File: src/rtl/audio_tone_gen.sv
// audio_tone_gen: plays one fixed-length square-wave note per decode strobe.
// The note volume sets the PWM duty cycle. A new strobe restarts the note.
//
// Ports:
//   clk        system clock, rising edge
//   reset      asynchronous, active-high; clears all state
//   audio_en   one-cycle strobe: latch audio_sel/audio_vol and (re)start
//   audio_sel  tone select 1..15, 0 = stop/silence
//   audio_vol  volume 0..31
//   pwm_out    registered PWM output for the RC-filtered audio pin
//   amp        registered instantaneous amplitude (0 or volume)
//   busy       registered, high while a note is playing
//
// Optional feature macro: AUDIO_ENVELOPE_EN
//   When defined, the volume decays by one step every ENV_STEP cycles.
//   The note ends early once the volume reaches 0.

module audio_tone_gen #(
    parameter int NOTE_LEN = 2500000,
    parameter int DIV_W    = 16,
    parameter int DUR_W    = 24,
    parameter int ENV_STEP = 78125
) (
    input  logic       clk,
    input  logic       reset,
    input  logic       audio_en,
    input  logic [3:0] audio_sel,
    input  logic [4:0] audio_vol,
    output logic       pwm_out,
    output logic [4:0] amp,
    output logic       busy
);

    // The tone table needs 16 bits; the duration counter must hold NOTE_LEN-1.
    if (NOTE_LEN < 1 || ENV_STEP < 1 || DIV_W < 16 ||
        ((NOTE_LEN - 1) >> DUR_W) != 0) begin : g_bad_cfg
        $error("audio_tone_gen: invalid parameters");
    end

    typedef enum logic {
        IDLE,
        PLAY
    } state_t;

    localparam logic [DUR_W-1:0] DUR_LAST = DUR_W'(NOTE_LEN - 1);

    state_t             state_q, state_d;
    logic [3:0]         sel_q, sel_d;
    logic [4:0]         vol_q, vol_d;
    logic               phase_q, phase_d;
    logic [DIV_W-1:0]   tone_q, tone_d;
    logic [DUR_W-1:0]   dur_q, dur_d;
    logic [4:0]         amp_d;
    logic [4:0]         pwm_cnt;

`ifdef AUDIO_ENVELOPE_EN
    localparam int ENV_W = (ENV_STEP > 1) ? $clog2(ENV_STEP) : 1;
    localparam logic [ENV_W-1:0] ENV_LAST = ENV_W'(ENV_STEP - 1);

    logic [ENV_W-1:0]   env_q, env_d;
`endif

    // Half-period minus one, C4..C6 at 25 MHz.
    function automatic logic [DIV_W-1:0] half_m1(input logic [3:0] s);
        logic [15:0] h;
        unique case (s)
            4'd1:    h = 16'd47778;
            4'd2:    h = 16'd42566;
            4'd3:    h = 16'd37922;
            4'd4:    h = 16'd35793;
            4'd5:    h = 16'd31888;
            4'd6:    h = 16'd28409;
            4'd7:    h = 16'd25310;
            4'd8:    h = 16'd23889;
            4'd9:    h = 16'd21283;
            4'd10:   h = 16'd18961;
            4'd11:   h = 16'd17897;
            4'd12:   h = 16'd15944;
            4'd13:   h = 16'd14205;
            4'd14:   h = 16'd12655;
            4'd15:   h = 16'd11945;
            default: h = 16'd1;
        endcase
        return DIV_W'(h - 16'd1);
    endfunction

    always_comb begin
        state_d = state_q;
        sel_d   = sel_q;
        vol_d   = vol_q;
        phase_d = phase_q;
        tone_d  = tone_q;
        dur_d   = dur_q;
`ifdef AUDIO_ENVELOPE_EN
        env_d   = env_q;
`endif

        if (audio_en) begin
            sel_d = audio_sel;
            vol_d = audio_vol;
`ifdef AUDIO_ENVELOPE_EN
            env_d = ENV_LAST;
`endif
            if (audio_sel == 4'd0) begin
                state_d = IDLE;
                phase_d = 1'b0;
                tone_d  = '0;
                dur_d   = '0;
            end else begin
                state_d = PLAY;
                phase_d = 1'b1;
                tone_d  = half_m1(audio_sel);
                dur_d   = DUR_LAST;
            end
        end else if (state_q == PLAY) begin
            if (tone_q == '0) begin
                tone_d  = half_m1(sel_q);
                phase_d = ~phase_q;
            end else begin
                tone_d  = tone_q - 1'b1;
            end

`ifdef AUDIO_ENVELOPE_EN
            // Volume 1 (or 0) decays to 0 here, which ends the note.
            if (env_q == '0) begin
                env_d = ENV_LAST;
                if (vol_q <= 5'd1) begin
                    vol_d   = 5'd0;
                    state_d = IDLE;
                    phase_d = 1'b0;
                end else begin
                    vol_d   = vol_q - 5'd1;
                end
            end else begin
                env_d = env_q - 1'b1;
            end
`endif

            // Placed last so the end of the note overrides a tone toggle.
            if (dur_q == '0) begin
                state_d = IDLE;
                phase_d = 1'b0;
            end else begin
                dur_d   = dur_q - 1'b1;
            end
        end

        amp_d = (state_d == PLAY && phase_d) ? vol_d : 5'd0;
    end

    always_ff @(posedge clk or posedge reset) begin
        if (reset) begin
            state_q <= IDLE;
            sel_q   <= '0;
            vol_q   <= '0;
            phase_q <= 1'b0;
            tone_q  <= '0;
            dur_q   <= '0;
            amp     <= '0;
            busy    <= 1'b0;
            pwm_cnt <= '0;
            pwm_out <= 1'b0;
        end else begin
            state_q <= state_d;
            sel_q   <= sel_d;
            vol_q   <= vol_d;
            phase_q <= phase_d;
            tone_q  <= tone_d;
            dur_q   <= dur_d;
            amp     <= amp_d;
            busy    <= (state_d == PLAY);
            // Free-running; strobes never realign the PWM frame.
            pwm_cnt <= pwm_cnt + 5'd1;
            pwm_out <= (pwm_cnt < amp);
        end
    end

`ifdef AUDIO_ENVELOPE_EN
    always_ff @(posedge clk or posedge reset) begin
        if (reset) begin
            env_q <= '0;
        end else begin
            env_q <= env_d;
        end
    end
`endif

endmodule

File: config.mk
export PLATFORM = sky130hd
export DESIGN_NAME = audio_tone_gen
export DESIGN_NICKNAME = d
export VERILOG_FILES = /design/src/rtl/audio_tone_gen.sv
export SDC_FILE = /design/constraint.sdc
export NUM_CORES = 1
export LEC_CHECK = 0
export BUFFER_PORTS_ARGS = -buffer_cell sky130_fd_sc_hd__buf_2
export CORE_ASPECT_RATIO = 1.75
export CORE_MARGIN = 8
export CORE_UTILIZATION = 45
export DETAILED_ROUTE_END_ITERATION = 12
export GPL_TIMING_DRIVEN = 0
export PLACE_DENSITY_LB_ADDON = 0.12
export SYNTH_ARGS = -nofsm -noshare
export SYNTH_HDL_FRONTEND = slang
export SYNTH_SLANG_ARGS = --single-unit
File: constraint.sdc
create_clock -name clk -period 9 [get_ports clk]
set_input_delay 1.35 -clock clk [delete_from_list [all_inputs] [get_ports clk]]
set_output_delay 1.35 -clock clk [all_outputs]
set_load 0.02 [all_outputs]
==> reports/qor.txt, run 1 <==
status: finished, final reports clean
worst-path cell chain: buf_2 > clkbuf_1 > buf_2 > buf_1 > mux4_2 > a21oi_1 > ha_1 > nand4b_1 > a2111oi_0 > o21ai_0 > xnor2_1 > o21ai_0
Synth top area share: 33.9%
core area: 9910 um^2
1st-pass router iterations: 5
Syn Inst Count: 532
yosys warns: 0
Net Count, Synth: 567
worst hold slack: 482 ps
most frequent cells in the layout: 62 x dfrtp_1, 40 x o21ai_0, 39 x nor2_1, 37 x a21oi_1, 36 x nand2_1
TritonCTS Buffers: 9
IO buf count: 16
post-route ant nets: 0
WL met2: 6880 um
worst path bufs/invs: 4
Post-Route WL: 13100 um
worst hold start: pwm_cnt[0]
class of the worst hold path: flop to flop
Synth Register Bits: 62
EDFF count, synth: 0
H-tree depth: 3
kind of critical path: flop to flop
minimum clock period: 4250 ps
crit-path leading delay family: compound AO/OA/AOI/OAI gates
layout cells sized above 1: 12.0%
I/O pin count: 19
CTS hold repair buffers: 0
Tightest Pin Transition: 1020 ps
Setup Viol. Count Final: 0
clock root cell: clkbuf_16
CTS tree: built
Max Cap Viol: 0
Crit-path slowest cell: a2111oi_0
CP Launch Type: flop
Crit. path cell count: 12
first-pass GRT wire length: 21300 um
Clock Latency Late Sink: 340 ps
Clock Path Buffers: 2
routed via count: 4163
Crit Path Max Fanout: 10
wire per inst: 19.0 um
f_max: 0.235 GHz
cell area after layout: 5160 um^2
uppermost routed layer: met4
most common cell after layout, fill and taps aside: dfrtp_1
number of global-route vias before repair: 4186
Pwr per Cell Area: 177 nW/um^2
async set or reset register ratio after synthesis: 100%
Placed Area: 4830 um^2
dpl hpwl: 9930 um
# DRC: 0
largest net degree at the start of global routing: 41
total track usage: 19.7%
Rel. slew slack: 30.2%
Antenna diodes: 0
clock sinks: 62
DR iter-0 viols: 240
total negative slack: 0 ps
met3 wire len: 392 um
unrepaired setup endpoints after global routing: no
Worst Hold End: pwm_cnt[0]
max-slew violations: 0
Distinct cells, synth: 68
Final Hold Vio Count: 0
Synth area leaders: dfrtp_1 34%, ha_1 6.3%, xnor2_1 4.8%
crit-path max cell delay: 930 ps
area grow syn2layout: 12.7%
Reg2Reg Depth: 12
reg2reg start: sel_q[2]
DIE AREA: 13800 um^2
worst reg2reg setup slack: 4750 ps
chip width: 92.2 um
Mean Syn Cell Area: 8.60 um^2
Synth area leader: dfrtp_1
Metal-1 WL: 5120 um
period utilization: 47.2%
Via density: 6.03
CP endpoint kind: flop
Req. time, crit path: 9210 ps
Leakage: 2.08 nW
Hold Crit Depth: 1
Reg clk slew, reported paths: 60 ps
grt total ovfl: 0
initial antenna violation count: 0
Max IR drop VDD: 135 uV
Initial Utilization: 46.2%
Seq/Total Area, Yosys: 33.9%
number of gates resized after cts: 0
critical path arrival: 4460 ps
Synth Cell Area: 4580 um^2
routability cong.: 0.949
main flop type after synthesis: dfrtp_1
Post-CTS Setup Repair Bufs: 0
# rows: 48
R2R Path End: tone_q[14]
Die Y: 149 um
Setup Skew: 11.9 ps
nets@finish: 595
==> worst reg2reg max path, delay by kind of cell (launching register included) <==
family                     cells  cell delay [ps]
AOI/OAI and AO/OA              4             1470
buffers and inverters          4             1250
muxes                          1              390
DFF                            1              380
adders and majority gates      1              250
xor gates and xnor gates       1              200
and+or+nand+nor                1              190
==> routing by layer <==
metal  vias to the layer above  global-route usage [%]
met3                        40                    2.81
met4                         0                    14.3
met5                         -                       0
li1                       1981                       -
met1                      2021                    20.5
met2                       121                    35.2
==> power by group <==
| group | internal [mW] | switching, mW |
|---|---|---|
| clock network | 0.243 | 0.136 |
| logic | 0.0809 | 0.125 |
| registers | 0.302 | 0.0256 |
| total | 0.626 | 0.287 |
==> stage by stage <==
stage	worst slack [ps]	std cells	power, mW	utilization [%]
finish	4750	690	0.912	52.0
CTS	4800	690	0.917	52.0
global route	4400	690	0.957	52.0
detailed placement	4460	674	0.536	48.8
global placement	4470	673	0.532	48.6
floorplan	5370	532	0.476	-
==> layout make-up <==
| type | instances | area [um^2] |
|---|---|---|
| plain buffers | 29 | 129 |
| clock buffers | 9 | 225 |
| clock inverters | 7 | 97.6 |
| fillers | 972 | 4750 |
| inverters | 25 | 93.8 |
| multi-input cells | 416 | 2800 |
| flip-flops and latches | 62 | 1550 |
| well taps | 125 | 156 |
| repair buffers | 17 | 100 |
==> state kept, by name, indices dropped and copies added, names as in the netlist <==
name     flops
amp          5
dur_q       24
phase_q      1
pwm_cnt      5
pwm_out      1
sel_q        4
state_q      1
tone_q      16
vol_q        5
==> worst max path at each step <==
stage                      start         end
finish                  sel_q[2]  tone_q[14]
global route        audio_sel[2]  tone_q[14]
CTS                     sel_q[2]  tone_q[14]
detailed placement  audio_sel[2]  tone_q[14]
global placement    audio_sel[2]  tone_q[14]
floorplan           audio_sel[2]  tone_q[10]
==> kinds of logic (layout without fill, tap and decap cells) <==
| kind of cell | after synthesis | after routing | synth area share, % |
|---|---|---|---|
| buffers and inverters | 54 | 87 | 4.87 |
| AND/OR/NAND/NOR | 195 | 195 | 23.2 |
| AO/OA/AOI/OAI | 143 | 143 | 19.8 |
| XOR/XNOR | 36 | 36 | 6.89 |
| flip-flops | 62 | 62 | 33.9 |
| adder cells (fa/ha/maj) | 23 | 23 | 6.29 |
| multiplexers | 19 | 19 | 5.14 |
==> synth_stat cells, types with 4 or more instances <==
library cell / number
a21boi_0: 6
a21boi_1: 4
a21oi_1: 37
a22oi_1: 4
a31oi_1: 10
buf_2: 7
clkbuf_1: 17
dfrtp_1: 62
ha_1: 23
inv_1: 24
mux2_2: 6
mux2i_1: 10
nand2_1: 36
nand2b_1: 11
nand3_1: 21
nand4_1: 5
nor2_1: 39
nor2b_1: 13
nor3_1: 18
nor3b_1: 5
nor4_1: 10
o21ai_0: 40
o221ai_1: 5
o31ai_1: 4
or2_2: 6
or3_1: 12
xnor2_1: 25
xor2_1: 11
(Power assumes the default switching activity.)
==> run 2, diff against run 1 <==
clock period = 4.1 ns   (was 9 ns; I/O delays follow)
==> run 2 against run 1 <==
  * Sequential power grew 120%
  * Utilization grew 0.063 points
  * Critical path type unchanged
  * Critical path depth is the same
  * Non-clock buffer count is the same
==> reports/qor.txt, run 2 (synthesized netlist as in run 1, its figures left out) <==
Leakage: 2.08 nW
initial antenna violation count: 0
post-route insts no fill: 690
Top Usage Layer GRT: met2
area grow syn2layout: 12.8%
chip width: 92.2 um
crit-path leading delay family: buffers and inverters
Req. time, crit path: 4360 ps
Die Y: 149 um
first-pass GRT wire length: 21300 um
met1 usage: 20.5%
register area: 1550 um^2
met2 usage: 35.2%
Via density: 6.04
Post-Route WL: 13200 um
TritonCTS Buffers: 9
class of the worst hold path: primary input to asynchronous set/reset pin
1st-pass router iterations: 5
most common cell after layout, fill and taps aside: dfrtp_1
Reg clk slew, reported paths: 60 ps
period utilization: 92.7%
post-route ant nets: 0
# DRC: 0
Reg power frac: 35.9%
number of global-route vias before repair: 4186
nets@finish: 595
crit-path max cell delay: 560 ps
dpl hpwl: 9930 um
grt total ovfl: 0
kind of critical path: flop to flop
Final Hold Vio Count: 0
Setup Viol. Count Final: 0
Layout fillers: 973
unrepaired setup endpoints after global routing: no
Final Util: 52.1%
max-slew violations: 0
CTS hold repair buffers: 0
Max IR drop VDD: 297 uV
Clock Path Buffers: 2
Crit Path Max Fanout: 10
minimum clock period: 3800 ps
net switching power figure: 0.631 mW
Tightest Pin Transition: 686 ps
critical path arrival: 4060 ps
worst path bufs/invs: 4
CTS tree: built
IO buf count: 16
clock root cell: clkbuf_16
largest net degree at the start of global routing: 41
switching power share of the total: 31.5%
max FFs per register: 24
Pwr per Cell Area: 388 nW/um^2
Initial Utilization: 46.2%
biggest registers after layout: dur_q x24, tone_q x16
wire per inst: 19.1 um
routability cong.: 0.949
core area: 9910 um^2
f_max: 0.263 GHz
# rows: 48
total track usage: 19.7%
Max Cap Viol: 0
CP endpoint kind: flop
worst-path cell chain: buf_2 > clkbuf_1 > buf_2 > buf_1 > mux4_2 > a21oi_1 > ha_1 > nand4b_1 > a2111oi_2 > o21ai_0 > xnor2_1 > o21ai_0
Rel. slew slack: 54.2%
H-tree depth: 3
Comb power frac: 22.6%
most frequent cells in the layout: 62 x dfrtp_1, 40 x o21ai_0, 39 x nor2_1, 37 x a21oi_1, 36 x nand2_1
multi-input logic area: 2810 um^2
Placed Instances: 674
DIE AREA: 13800 um^2
P_int: 1.37 mW
Setup Skew: 10.9 ps
DR iter-0 viols: 232
clock power share: 41.5%
Clock Latency Late Sink: 340 ps
GRT met3 Usage: 2.81%
clock sinks: 62
register with the most flip-flops: dur_q
routed via count: 4169
I/O pin count: 19
CP Launch Type: flop
worst hold slack: 305 ps
Crit-path slowest cell: a2111oi_2
total negative slack: 0 ps
Post-CTS Setup Repair Bufs: 0
status: finished, final reports clean
Antenna diodes: 0
layout cells sized above 1: 12.2%
[run 2: layout make-up]
class,count,area share (%)
multi-input combinational,416,54.4
inverter,25,1.82
clock buffer,9,4.36
tap,125,3.03
buffer,29,2.50
timing repair buffer,17,1.94
sequential,62,30.1
clock inverter,7,1.89
[run 2: path summary, 6_finish.rpt]
path | startpoint | cells past startpoint | slack, ps | endpoint
min reg2reg | vol_q[3] | 2 | 480 | vol_q[3]
max | sel_q[2] | 12 | 300 | tone_q[14]
max in group asynchronous | reset | 3 | 3190 | tone_q[0]
min in group clk | vol_q[3] | 2 | 480 | vol_q[3]
max reg2reg | sel_q[2] | 12 | 300 | tone_q[14]
min | reset | 2 | 310 | state_q
[run 2: metal layers]
metal	vias up	wire, um
met3	40	411
met1	2032	5120
met5	-	0
met4	0	771
met2	116	6870
li1	1981	-
[run 2: power groups by stage]
stage               combinational (mW)  clock (mW)  sequential [mW]
CTS                              0.453       0.844            0.717
global placement                 0.442           0            0.725
floorplan                        0.325           0            0.719
detailed placement               0.450           0            0.726
finish                           0.453       0.832            0.719
global route                     0.502       0.875            0.727
[run 2: timing repair]
item                                    in CTS  in global routing
gates resized for setup                      1                  1
gates cloned                                 0                  0
endpoints found under the hold margin        0                  0
endpoints found under the setup margin       2                  2
pin swaps                                    0                  0
[run 2: stage by stage]
| stage | area [um^2] | setup slack [ps] | power [mW] |
|---|---|---|---|
| 2_1_floorplan | 4580 | 753 | 1.04 |
| 3_3_place_gp | 4810 | -131 | 1.17 |
| 3_5_place_dp | 4830 | -67.8 | 1.18 |
| 4_1_cts | 5160 | 91.8 | 2.01 |
| 5_1_grt | 5160 | 72.4 | 2.10 |
| 6_report | 5160 | 300 | 2.00 |
==> run 3, diff against run 2 <==
--- a/config.mk
+++ b/config.mk
@@ -13,4 +13,5 @@
 export GPL_TIMING_DRIVEN = 0
 export PLACE_DENSITY_LB_ADDON = 0.12
+export SLEW_MARGIN = 10
 export SYNTH_ARGS = -nofsm -noshare
 export SYNTH_HDL_FRONTEND = slang
==> constraint.sdc (replaced) <==
create_clock -name clk -period 4.1 [get_ports clk]
set_input_delay 0.41 -clock clk [delete_from_list [all_inputs] [get_ports clk]]
set_output_delay 0.41 -clock clk [all_outputs]
set_load 0.02 [all_outputs]
==> run 3 against run 2 <==
  * Power fell by 1.1%
  * Count of clock-buffer cells in the layout is 1 higher
  * Sequential share of layout area rose by 0.073 points
  * Clock skew shrank 0.59 ps
  * First-iteration DRC count decreased by 11%
  * Largest power group unchanged
==> reports/qor.txt, run 3 (synthesized netlist as in run 1, its figures left out) <==
dpl hpwl: 9840 um
class of the worst hold path: primary input to asynchronous set/reset pin
grt total ovfl: 0
number of global-route vias before repair: 4070
Pwr per Cell Area: 385 nW/um^2
Final Power: 1.98 mW
met3 wire len: 429 um
clock root cell: clkbuf_16
Reg clk slew, reported paths: 60 ps
period utilization: 91.1%
wire per inst: 18.9 um
max FFs per register: 24
reg2reg start: sel_q[2]
# rows: 48
nets@finish: 594
IO buf count: 16
Final Hold Vio Count: 0
post-route insts no fill: 689
first-pass GRT wire length: 21000 um
Via density: 6.00
cell area after layout: 5150 um^2
Metal-1 WL: 5060 um
most common cell after layout, fill and taps aside: dfrtp_1
DR iter-0 viols: 206
Post-CTS Setup Repair Bufs: 0
Req. time, crit path: 4350 ps
most frequent cells in the layout: 62 x dfrtp_1, 40 x o21ai_0, 39 x nor2_1, 37 x a21oi_1, 36 x nand2_1
DIE AREA: 13800 um^2
critical path arrival: 3980 ps
Reg2Reg Depth: 12
Leakage: 2.07 nW
Layout fillers: 963
CTS tree: built
Clock Path Buffers: 2
1st-pass router iterations: 5
f_max: 0.268 GHz
area grow syn2layout: 12.5%
register area: 1550 um^2
# DRC: 0
clock sinks: 62
uppermost routed layer: met4
setup ws final: 366 ps
minimum clock period: 3730 ps
Placed Instances: 673
TritonCTS Buffers: 9
Clock Latency Late Sink: 330 ps
unrepaired setup endpoints after global routing: no
I/O pin count: 19
routed via count: 4133
Rel. slew slack: 47.3%
CP Launch Type: flop
register with the most flip-flops: dur_q
CTS hold repair buffers: 0
worst reg2reg setup slack: 370 ps
Max IR drop VDD: 249 uV
max-slew violations: 0
WL met2: 6900 um
biggest registers after layout: dur_q x24, tone_q x16
largest net degree at the start of global routing: 63
status: finished, final reports clean
multi-input logic area: 2820 um^2
R2R Path End: tone_q[14]
post-route ant nets: 0
chip width: 92.2 um
Initial Utilization: 46.2%
worst hold slack: 238 ps
Antenna diodes: 0
routability cong.: 0.949
Max Cap Viol: 0
total track usage: 19.3%
core area: 9910 um^2
Tightest Pin Transition: 791 ps
Setup Skew: 10.3 ps
kind of critical path: flop to flop
layout cells sized above 1: 11.9%
Die Y: 149 um
worst slack, placed: -61.9 ps
Setup Viol. Count Final: 0
H-tree depth: 3
Post-Route WL: 13000 um
Crit Path Max Fanout: 10
Placed Area: 4820 um^2
initial antenna violation count: 0
CP endpoint kind: flop
[run 3: layout make-up]
class                   count  share of cell area [%]
inverters                  25                    1.87
clock buffers              10                    4.45
clock inverters             6                    1.68
flip-flops and latches     62                    30.1
repair buffers             16                    1.55
multi-input cells         416                    54.8
well taps                 125                    3.04
plain buffers              29                    2.50
[run 3: metal layers]
layer	vias up	GRT usage (%)
li1	1977	-
met1	2008	20.1
met2	113	35.1
met3	35	3.46
met4	0	11.6
met5	-	0
[run 3: how the worst max path moves through the flow]
stage | from | to | slack (ps) | cells after the start
after CTS | sel_q[2] | tone_q[14] | 90 | 12
after global placement | sel_q[2] | tone_q[14] | -130 | 12
after detailed placement | sel_q[2] | tone_q[14] | -60 | 12
after global routing | sel_q[2] | tone_q[14] | 100 | 12
after floorplan | sel_q[2] | tone_q[14] | 750 | 12
final | sel_q[2] | tone_q[14] | 370 | 12
[run 3: repair_timing]
| action | 4_1_cts | 5_1_grt |
|---|---|---|
| resized for setup | 1 | 2 |
| setup endpoints to repair | 2 | 2 |
| endpoints found under the hold margin | 0 | 0 |
[run 3: power by group]
| group | leakage, nW | total [mW] | switching (mW) | internal [mW] |
|---|---|---|---|---|
| clock network | 0.152 | 0.811 | 0.280 | 0.531 |
| logic | 1.17 | 0.452 | 0.276 | 0.176 |
| registers | 0.746 | 0.720 | 0.0580 | 0.662 |
| total | 2.07 | 1.98 | 0.614 | 1.37 |
[run 3: critical path, cell delays in order, from the launching register on]
cell	delay [ps]
dfrtp_1	380
buf_2	240
clkbuf_1	360
buf_2	290
buf_1	370
mux4_2	380
a21oi_1	170
ha_1	250
nand4b_1	240
a2111oi_4	480
o21ai_0	190
xnor2_1	150
o21ai_0	160
[run 3: stage by stage]
stage               setup TNS [ps]  utilization (%)
floorplan                        0                -
global placement              -135             48.6
detailed placement           -94.6             48.6
CTS                              0             51.8
global route                     0             52.0
finish                           0             52.0
